[src/rtl/vga_pkg.sv]
// Shared VGA raster definitions: 800x600@60 timing, counter widths and a mode
// record that the draw stages and the bench can pass around.
package vga_pkg;

  localparam int COUNT_W = 11;
  localparam int FRAME_W = 16;

  localparam int VGA_H_ACTIVE = 800;
  localparam int VGA_H_FP     = 40;
  localparam int VGA_H_SYNC   = 128;
  localparam int VGA_H_BP     = 88;
  localparam int VGA_H_TOTAL  = VGA_H_ACTIVE + VGA_H_FP + VGA_H_SYNC + VGA_H_BP;

  localparam int VGA_V_ACTIVE = 600;
  localparam int VGA_V_FP     = 1;
  localparam int VGA_V_SYNC   = 4;
  localparam int VGA_V_BP     = 23;
  localparam int VGA_V_TOTAL  = VGA_V_ACTIVE + VGA_V_FP + VGA_V_SYNC + VGA_V_BP;

  typedef struct packed {
    logic [COUNT_W-1:0] h_active;
    logic [COUNT_W-1:0] h_fp;
    logic [COUNT_W-1:0] h_sync;
    logic [COUNT_W-1:0] h_bp;
    logic [COUNT_W-1:0] v_active;
    logic [COUNT_W-1:0] v_fp;
    logic [COUNT_W-1:0] v_sync;
    logic [COUNT_W-1:0] v_bp;
  } vga_mode_t;

  localparam vga_mode_t MODE_800X600 = '{
    h_active: COUNT_W'(VGA_H_ACTIVE), h_fp: COUNT_W'(VGA_H_FP),
    h_sync:   COUNT_W'(VGA_H_SYNC),   h_bp: COUNT_W'(VGA_H_BP),
    v_active: COUNT_W'(VGA_V_ACTIVE), v_fp: COUNT_W'(VGA_V_FP),
    v_sync:   COUNT_W'(VGA_V_SYNC),   v_bp: COUNT_W'(VGA_V_BP)
  };

  function automatic int mode_h_total(vga_mode_t m);
    return int'(m.h_active) + int'(m.h_fp) + int'(m.h_sync) + int'(m.h_bp);
  endfunction

  function automatic int mode_v_total(vga_mode_t m);
    return int'(m.v_active) + int'(m.v_fp) + int'(m.v_sync) + int'(m.v_bp);
  endfunction

endpackage

[src/rtl/vga_timing_wrap_counter.sv]
// Enabled up-counter 0..MAX. wrap is combinational so a downstream counter can
// chain on it within the same cycle.
module wrap_counter #(
  parameter int MAX = 1055,
  parameter int W   = 11
) (
  input  logic         clk,
  input  logic         rst_n,
  input  logic         en,
  output logic [W-1:0] cnt,
  output logic         wrap
);

  localparam logic [W-1:0] MAX_V = W'(MAX);

  logic [W-1:0] cnt_reg;

  assign wrap = en && (cnt_reg == MAX_V);
  assign cnt  = cnt_reg;

  always_ff @(posedge clk or negedge rst_n) begin
    if (!rst_n) begin
      cnt_reg <= '0;
    end else if (wrap) begin
      cnt_reg <= '0;
    end else if (en) begin
      cnt_reg <= cnt_reg + W'(1);
    end
  end

endmodule

[src/rtl/vga_timing.sv]
// VGA raster source: h/v counters, registered sync/blank decode, frame tick and
// frame counter. Sync/blank are decoded from next-count values to stay aligned.
module vga_timing
  import vga_pkg::*;
#(
  parameter int H_ACTIVE = VGA_H_ACTIVE,
  parameter int H_FP     = VGA_H_FP,
  parameter int H_SYNC   = VGA_H_SYNC,
  parameter int H_BP     = VGA_H_BP,
  parameter int V_ACTIVE = VGA_V_ACTIVE,
  parameter int V_FP     = VGA_V_FP,
  parameter int V_SYNC   = VGA_V_SYNC,
  parameter int V_BP     = VGA_V_BP,
  parameter bit SYNC_POL = 1'b1
) (
  input  logic               clk,
  input  logic               rst_n,
  input  logic               pix_en,
  output logic [COUNT_W-1:0] hcount,
  output logic [COUNT_W-1:0] vcount,
  output logic               hsync,
  output logic               vsync,
  output logic               hblnk,
  output logic               vblnk,
  output logic               frame_tick,
  output logic [FRAME_W-1:0] frame_cnt
);

  localparam int H_TOTAL = H_ACTIVE + H_FP + H_SYNC + H_BP;
  localparam int V_TOTAL = V_ACTIVE + V_FP + V_SYNC + V_BP;

  localparam logic [COUNT_W-1:0] HB_START = COUNT_W'(H_ACTIVE);
  localparam logic [COUNT_W-1:0] HS_START = COUNT_W'(H_ACTIVE + H_FP);
  localparam logic [COUNT_W-1:0] HS_END   = COUNT_W'(H_ACTIVE + H_FP + H_SYNC - 1);
  localparam logic [COUNT_W-1:0] VB_START = COUNT_W'(V_ACTIVE);
  localparam logic [COUNT_W-1:0] VS_START = COUNT_W'(V_ACTIVE + V_FP);
  localparam logic [COUNT_W-1:0] VS_END   = COUNT_W'(V_ACTIVE + V_FP + V_SYNC - 1);

  logic [COUNT_W-1:0] h_cnt, v_cnt;
  logic [COUNT_W-1:0] h_next, v_next;
  logic               h_wrap, v_wrap, v_en;
  logic               hs_on, vs_on;

  logic               hsync_reg, vsync_reg, hblnk_reg, vblnk_reg;
  logic               frame_tick_reg;
  logic [FRAME_W-1:0] frame_cnt_reg;

  assign v_en = pix_en & h_wrap;

  wrap_counter #(.MAX(H_TOTAL - 1), .W(COUNT_W)) u_hcnt (
    .clk   (clk),
    .rst_n (rst_n),
    .en    (pix_en),
    .cnt   (h_cnt),
    .wrap  (h_wrap)
  );

  wrap_counter #(.MAX(V_TOTAL - 1), .W(COUNT_W)) u_vcnt (
    .clk   (clk),
    .rst_n (rst_n),
    .en    (v_en),
    .cnt   (v_cnt),
    .wrap  (v_wrap)
  );

  // Mirror of what the counters will hold after this edge.
  always_comb begin
    h_next = h_cnt;
    v_next = v_cnt;
    if (h_wrap) begin
      h_next = '0;
    end else if (pix_en) begin
      h_next = h_cnt + COUNT_W'(1);
    end
    if (v_wrap) begin
      v_next = '0;
    end else if (v_en) begin
      v_next = v_cnt + COUNT_W'(1);
    end
  end

  assign hs_on = (h_next >= HS_START) && (h_next <= HS_END);
  assign vs_on = (v_next >= VS_START) && (v_next <= VS_END);

  always_ff @(posedge clk or negedge rst_n) begin
    if (!rst_n) begin
      hsync_reg <= ~SYNC_POL;
      vsync_reg <= ~SYNC_POL;
      hblnk_reg <= 1'b0;
      vblnk_reg <= 1'b0;
    end else if (pix_en) begin
      hsync_reg <= hs_on ? SYNC_POL : ~SYNC_POL;
      vsync_reg <= vs_on ? SYNC_POL : ~SYNC_POL;
      hblnk_reg <= (h_next >= HB_START);
      vblnk_reg <= (v_next >= VB_START);
    end
  end

  // v_wrap already implies pix_en, so the tick drops on disabled cycles.
  always_ff @(posedge clk or negedge rst_n) begin
    if (!rst_n) begin
      frame_tick_reg <= 1'b0;
      frame_cnt_reg  <= '0;
    end else begin
      frame_tick_reg <= v_wrap;
      if (v_wrap) begin
        frame_cnt_reg <= frame_cnt_reg + FRAME_W'(1);
      end
    end
  end

  assign hcount     = h_cnt;
  assign vcount     = v_cnt;
  assign hsync      = hsync_reg;
  assign vsync      = vsync_reg;
  assign hblnk      = hblnk_reg;
  assign vblnk      = vblnk_reg;
  assign frame_tick = frame_tick_reg;
  assign frame_cnt  = frame_cnt_reg;

endmodule

[config.mk]
export PLATFORM = sky130hd
export DESIGN_NAME = vga_timing
export DESIGN_NICKNAME = d
export VERILOG_FILES = /design/src/rtl/vga_pkg.sv /design/src/rtl/vga_timing_wrap_counter.sv /design/src/rtl/vga_timing.sv
export SDC_FILE = /design/constraint.sdc
export NUM_CORES = 1
export LEC_CHECK = 0
export BUFFER_PORTS_ARGS = -buffer_cell sky130_fd_sc_hd__clkbuf_2
export CAP_MARGIN = 20
export CORE_MARGIN = 5
export CORE_UTILIZATION = 50
export CTS_BUF_LIST = sky130_fd_sc_hd__clkbuf_8
export CTS_CLUSTER_SIZE = 25
export DETAILED_ROUTE_END_ITERATION = 16
export GPL_ROUTABILITY_DRIVEN = 0
export GPL_TIMING_DRIVEN = 0
export PLACE_DENSITY_LB_ADDON = 0.12
export SLEW_MARGIN = 20
export SYNTH_ARGS = -nofsm -noshare
export SYNTH_HDL_FRONTEND = slang
export SYNTH_SLANG_ARGS = --single-unit
[constraint.sdc]
create_clock -name clk -period 2.96 [get_ports clk]
set_input_delay 0.592 -clock clk [delete_from_list [all_inputs] [get_ports clk]]
set_output_delay 0.592 -clock clk [all_outputs]
set_load 0.05 [all_outputs]
==> results.yml, run 1 <==
route:
  final_antenna_net_count: 0
  wl_met3_um: 284
  via_per_inst: 5.49
  drt_wl_total_um: 4610
  drc: 0
  wl_met2_um: 2120
  wl_met1_um: 2130
  first_iter_violations: 51
  vias: 1761
  top_layer_used: "met4"
  firstDrtPassIters: 4
  routedWlPerCell_um: 14.4
yosys:
  syn_inst: 216
  synth_top_area_share: 0.484
  netlist.top_cell.by_area: "dfrtp_1"
  synth-seq-cells: 43
  synth-main-ff-cell: "dfrtp_1"
  synth-edff-count: 0
  syn_area_um2: 2220
  synth_nets: 222
  syn_area_per_cell_um2: 10.3
  yosysWarnings: 0
  ys_types: 43
  synthArstFlopShare: 1.00
  yosysSeqAreaShare: 0.484
  synthTopCellsByArea: "dfrtp_1 (48%), xnor2_1 (8.3%), xor2_1 (4.7%)"
floorplanning:
  core_um2: 4320
  ios: 46
  die_w_um: 76.7
  rows: 24
  dieArea_um2: 5880
  die_h_um: 76.7
  start_util: 0.514
cells_and_area:
  num_antenna_cells: 0
  register_area_um2: 1080
  fin_cells: 321
  fin_area_um2: 2650
  largest_reg_flops: 16
  drive_gt1_frac: 0.242
  fin_util: 0.612
  mostFrequentLayoutCell: "clkbuf_2"
  nets: 274
  nFillCells: 385
  most-common-layout-cells: "clkbuf_2 (44), dfrtp_1 (43), xnor2_1 (21), nor2_1 (20)"
  syn_to_final_growth_pct: 19.0
  multiInputGateArea_um2: 1090
power_and_ir_drop:
  clkPwrFrac: 0.329
  p_leak_nw: 1.32
  power_frac_seq: 0.431
  power_switching_mw: 0.547
  vdd_ir_drop_max_uv: 615
  p_int_mw: 1.07
  switching_share: 0.339
  power_density_nw_per_um2: 611
  combPwrFrac: 0.239
setup_path:
  critPathKind: "flop to flop"
  reg2reg_depth: 9
  cp_data_arrival_time_ps: 2890
  end_kind: "flop"
  critPathLaunch: "u_hcnt.cnt[0]$_DFF_PN0_"
  r2r_start: "u_hcnt.cnt[0]$_DFF_PN0_"
  cp_data_required_time_ps: 3190
  critical_path.max_fanout: 8
  reg2reg_slack_ps: 300
  timing.rr.end: "vsync$_DFFE_PN0P_"
  endpoint: "vsync$_DFFE_PN0P_"
  critPathLaunchType: "flop"
global_route:
  overflow: 0
  grt_pass1_wl_um: 8120
  antenna_found_initial: 0
  first_global_vias: 1775
  grt_util_all_layers: 0.166
  grt_max_degree: 44
sta:
  fin_crit_ps: 2660
  fmax_mhz: 376
  tightestPinTransition_ps: 930
  fin_ws_ps: 301
  rsz0062_at_grt: "no"
  relSlewSlack: 0.380
  finalMaxSlewViolations: 0
  clock-skew-final_ps: 7.21
  setup_viol: 0
  hold_viol: 0
  setup_tns_ps: 0
  fin_crit_sh: 0.898
min_path:
  hold_class: "input port to asynchronous set/reset pin"
clock_network:
  cts_tree: "done"
  cts_max_path_buffers: 2
  cts.sinks: 43
  cts_hold_repair.buffers: 0
  path_clk_slew_ps: 80
  clk_latency_ps: 290
  cts_buffers: 5
  postCtsResizedCells: 0
  cts_max_level: 2
  clockRootBuffer: "clkbuf_8"
  postCtsSetupBuffers: 0
place:
  place_ws_ps: 257
  dpl_cell_area_um2: 2510
  port_buffers: 45
  placed_cells: 313
  dp_hpwl_um: 3440
job:
  cap_violations: 0
run_status:
  status: "finished, final reports clean"
## worst max-delay path, cell delays in order, from the launching register on
cell and delay (ps):
dfrtp_1 420, ha_1 240, and4_1 190, buf_2 170, nand4_1 220, nor3_1 110, o31a_1 280, or3_1 380
a2111o_1 430, a2bb2oi_2 140
## cells in the mapped netlist (3+ instances only)
| cell type | n |
|---|---|
| and4_1 | 4 |
| and2_1 | 4 |
| nor3_1 | 3 |
| a21oi_1 | 8 |
| o31ai_1 | 4 |
| inv_1 | 7 |
| o21ai_0 | 5 |
| and3_1 | 7 |
| ha_1 | 3 |
| xor2_1 | 12 |
| dfrtp_1 | 43 |
| nand4_1 | 8 |
| mux2i_1 | 3 |
| nand3_1 | 15 |
| nand2_1 | 15 |
| nand2b_1 | 3 |
| clkbuf_1 | 3 |
| nor2_1 | 20 |
| xnor2_1 | 21 |
## logic make-up after synthesis
logic type / count (synthesis) / synth area share
adders and majority gates: 3 / 0.0169
and+or+nand+nor: 92 / 0.235
muxes: 5 / 0.0236
AOI/OAI and AO/OA: 26 / 0.0839
buffers and inverters: 14 / 0.0265
DFF: 43 / 0.484
xor gates and xnor gates: 33 / 0.130
## worst min-delay path by stage
stage                                         start                        end  depth (start not counted)
after floorplan                               rst_n   frame_cnt[0]$_DFFE_PN0P_                          0
after global placement    frame_cnt[15]$_DFFE_PN0P_  frame_cnt[15]$_DFFE_PN0P_                          1
after detailed placement  frame_cnt[15]$_DFFE_PN0P_  frame_cnt[15]$_DFFE_PN0P_                          1
after CTS                 frame_cnt[15]$_DFFE_PN0P_  frame_cnt[15]$_DFFE_PN0P_                          1
after global routing                          rst_n   frame_cnt[7]$_DFFE_PN0P_                          1
final                                         rst_n   frame_cnt[7]$_DFFE_PN0P_                          1
## cell type report
class                      count  share of cell area
multi-input combinational    159               0.411
buffer                         7              0.0123
clock inverter                 3              0.0241
tap                           52              0.0246
sequential                    43               0.407
clock buffer                   5              0.0260
timing repair buffer          45              0.0851
inverter                       7             0.00993
## stage by stage
step                total power, mW  hold WS [ps]
floorplan                     0.995           296
global placement               1.09           455
detailed placement             1.10           458
CTS                            1.63           473
global route                   1.69           518
finish                         1.62           437
## layer usage
layer	GRT usage	vias to the layer above
li1	-	859
met1	0.220	840
met2	0.256	54
met3	0.0562	8
met4	0.0542	0
met5	0	-
## power by group through the flow
stage | combinational, mW | sequential, mW | clock, mW
finish | 0.387 | 0.696 | 0.532
global route | 0.416 | 0.706 | 0.572
CTS | 0.392 | 0.696 | 0.544
detailed placement | 0.390 | 0.707 | 0
global placement | 0.385 | 0.707 | 0
floorplan | 0.129 | 0.866 | 0
Power figures use the tool's default switching activity.
==> inputs of run 2 (changes only) <==
- ABC_AREA: unset -> 1
- clock period: 2.96 -> 3 ns (I/O delays scaled with it)
==> results.yml, run 2 <==
cells_and_area:
  syn_to_final_growth_pct: 16.7
  multiInputGateArea_um2: 1230
  num_antenna_cells: 0
  drive_gt1_frac: 0.259
  mostFrequentLayoutCell: "nand2_1"
  fin_area_um2: 2930
  nFillCells: 448
  nets: 372
  largest_reg_flops: 16
  register_area_um2: 1080
  most-common-layout-cells: "nand2_1 (87), inv_1 (43), dfrtp_1 (43), clkbuf_2 (43), nor2_1 (28)"
power_and_ir_drop:
  vdd_ir_drop_max_uv: 464
  power_density_nw_per_um2: 547
  p_leak_nw: 1.64
yosys:
  synthTopCellsByArea: "dfrtp_1 (43%), nand2_1 (13%), inv_1 (6.4%)"
  netlist.top_cell.by_area: "dfrtp_1"
  synth_common_cells: "nand2_1 (87), dfrtp_1 (43), inv_1 (43), nor2_1 (28), nand3_1 (15)"
  synth_top_area_share: 0.429
  syn_inst: 315
  syn_area_um2: 2510
  synthArstFlopShare: 1.00
  synth-main-ff-cell: "dfrtp_1"
  syn_area_per_cell_um2: 7.96
  ys_types: 30
  yosysMostFrequentCell: "nand2_1"
  yosysWarnings: 0
  yosysSeqAreaShare: 0.429
  synth-edff-count: 0
  synth-seq-cells: 43
  synth_nets: 321
global_route:
  antenna_found_initial: 0
  met2_usage: 0.304
  grt_util_all_layers: 0.184
  overflow: 0
  grt_max_degree: 44
  gr-max-usage-layer: "met2"
  first_global_vias: 2064
  grt_pass1_wl_um: 9230
  use_met1: 0.238
  use_met3: 0.0410
run_status:
  status: "finished, final reports clean"
route:
  vias: 2115
  drc: 0
  first_iter_violations: 109
  firstDrtPassIters: 4
  final_antenna_net_count: 0
  routedWlPerCell_um: 12.4
  drt_wl_total_um: 5360
  via_per_inst: 4.87
setup_path:
  critPathLaunchType: "flop"
  critPathLaunch: "u_vcnt.cnt[0]$_DFF_PN0_"
  critical_path.max_fanout: 8
  endpoint: "vsync$_DFFE_PN0P_"
  end_kind: "flop"
  critPathKind: "flop to flop"
  cp_data_arrival_time_ps: 2420
  reg2reg_depth: 15
  cp_data_required_time_ps: 3200
  timing.rr.end: "vsync$_DFFE_PN0P_"
  reg2reg_slack_ps: 770
  r2r_start: "u_vcnt.cnt[0]$_DFF_PN0_"
place:
  dp_hpwl_um: 4060
  port_buffers: 44
  dpl_cell_area_um2: 2810
floorplanning:
  ios: 46
  core_um2: 4790
  dieArea_um2: 6530
  rows: 25
  start_util: 0.524
  die_w_um: 80.8
  die_h_um: 80.8
sta:
  setup_viol: 0
  setup_tns_ps: 0
  relSlewSlack: 0.596
  fmax_mhz: 449
  clock-skew-final_ps: 12.3
  tightestPinTransition_ps: 605
  fin_crit_ps: 2230
  fin_crit_sh: 0.743
  hold_viol: 0
  rsz0062_at_grt: "no"
  finalMaxSlewViolations: 0
clock_network:
  path_clk_slew_ps: 100
  cts_hold_repair.buffers: 0
  cts_max_level: 2
  cts.sinks: 43
  postCtsSetupBuffers: 0
  cts_tree: "done"
  cts_buffers: 5
  clk_latency_ps: 300
  clockRootBuffer: "clkbuf_8"
  postCtsResizedCells: 0
  cts_max_path_buffers: 2
job:
  cap_violations: 0
min_path:
  hold_class: "input port to asynchronous set/reset pin"
-- run 2: cell count changes after synthesis, sizes merged, moves of 5 or more --
cell   delta
nand2    +80
a21oi     -6
and2      -5
xnor2    -12
nor3      +6
and3      -6
nor2     +24
inv      +39
-- run 2: worst min-delay path by stage --
stage,start,end,slack [ps],depth (start not counted)
floorplan,rst_n,frame_cnt[0]$_DFFE_PN0P_,300,0
global placement,hsync$_DFFE_PN0P_,hsync$_DFFE_PN0P_,470,2
detailed placement,vsync$_DFFE_PN0P_,vsync$_DFFE_PN0P_,490,2
CTS,rst_n,u_vcnt.cnt[7]$_DFF_PN0_,340,1
global route,rst_n,u_vcnt.cnt[7]$_DFF_PN0_,360,1
finish,rst_n,u_vcnt.cnt[7]$_DFF_PN0_,300,1
-- run 2: cell type report --
class,count,area share
multi-input combinational,223,0.421
tap,67,0.0286
sequential,43,0.368
clock inverter,3,0.0150
buffer,3,0.00898
clock buffer,5,0.0235
timing repair buffer,44,0.0761
inverter,46,0.0590
-- run 2: metal layers --
layer	part of all wire	vias up
met3	0.041	8
met2	0.48	41
met1	0.47	987
li1	-	1079
met5	0	-
met4	0.015	0
-- run 2: cell families after synthesis --
family | after synthesis | share of synthesized area
XOR/XNOR | 23 | 0.0803
AND/OR/NAND/NOR | 189 | 0.379
buffers and inverters | 49 | 0.0793
AO/OA/AOI/OAI | 8 | 0.0175
flip-flops | 43 | 0.429
adder cells (fa/ha/maj) | 3 | 0.0150
-- run 2: where the power goes --
group / switching (mW) / total [mW] / internal (mW)
logic: 0.325 / 0.435 / 0.110
registers: 0.0708 / 0.699 / 0.628
clock network: 0.217 / 0.465 / 0.248
-- run 2: worst max-delay path, stage by stage (launching register included) --
cell,delay [ps]
dfrtp_1,480
ha_1,310
inv_1,70
nor3_1,40
nand3b_1,140
inv_1,50
nand2_1,200
nand3_1,220
nor2_2,200
nand3_1,90
nand2_1,60
inv_1,50
nand2_1,50
nand2_1,50
nand2_1,60
nand2_1,40
-- run 2: stage by stage --
step                hold slack, ps  instances  setup slack [ps]  utilization  total power [mW]
global route                   365        434               551        0.612              1.69
global placement               467        426               771        0.587              1.14
finish                         300        434               772        0.612              1.60
floorplan                      304        315               749            -              1.04
CTS                            337        434               783        0.612              1.62
detailed placement             486        426               764        0.588              1.15
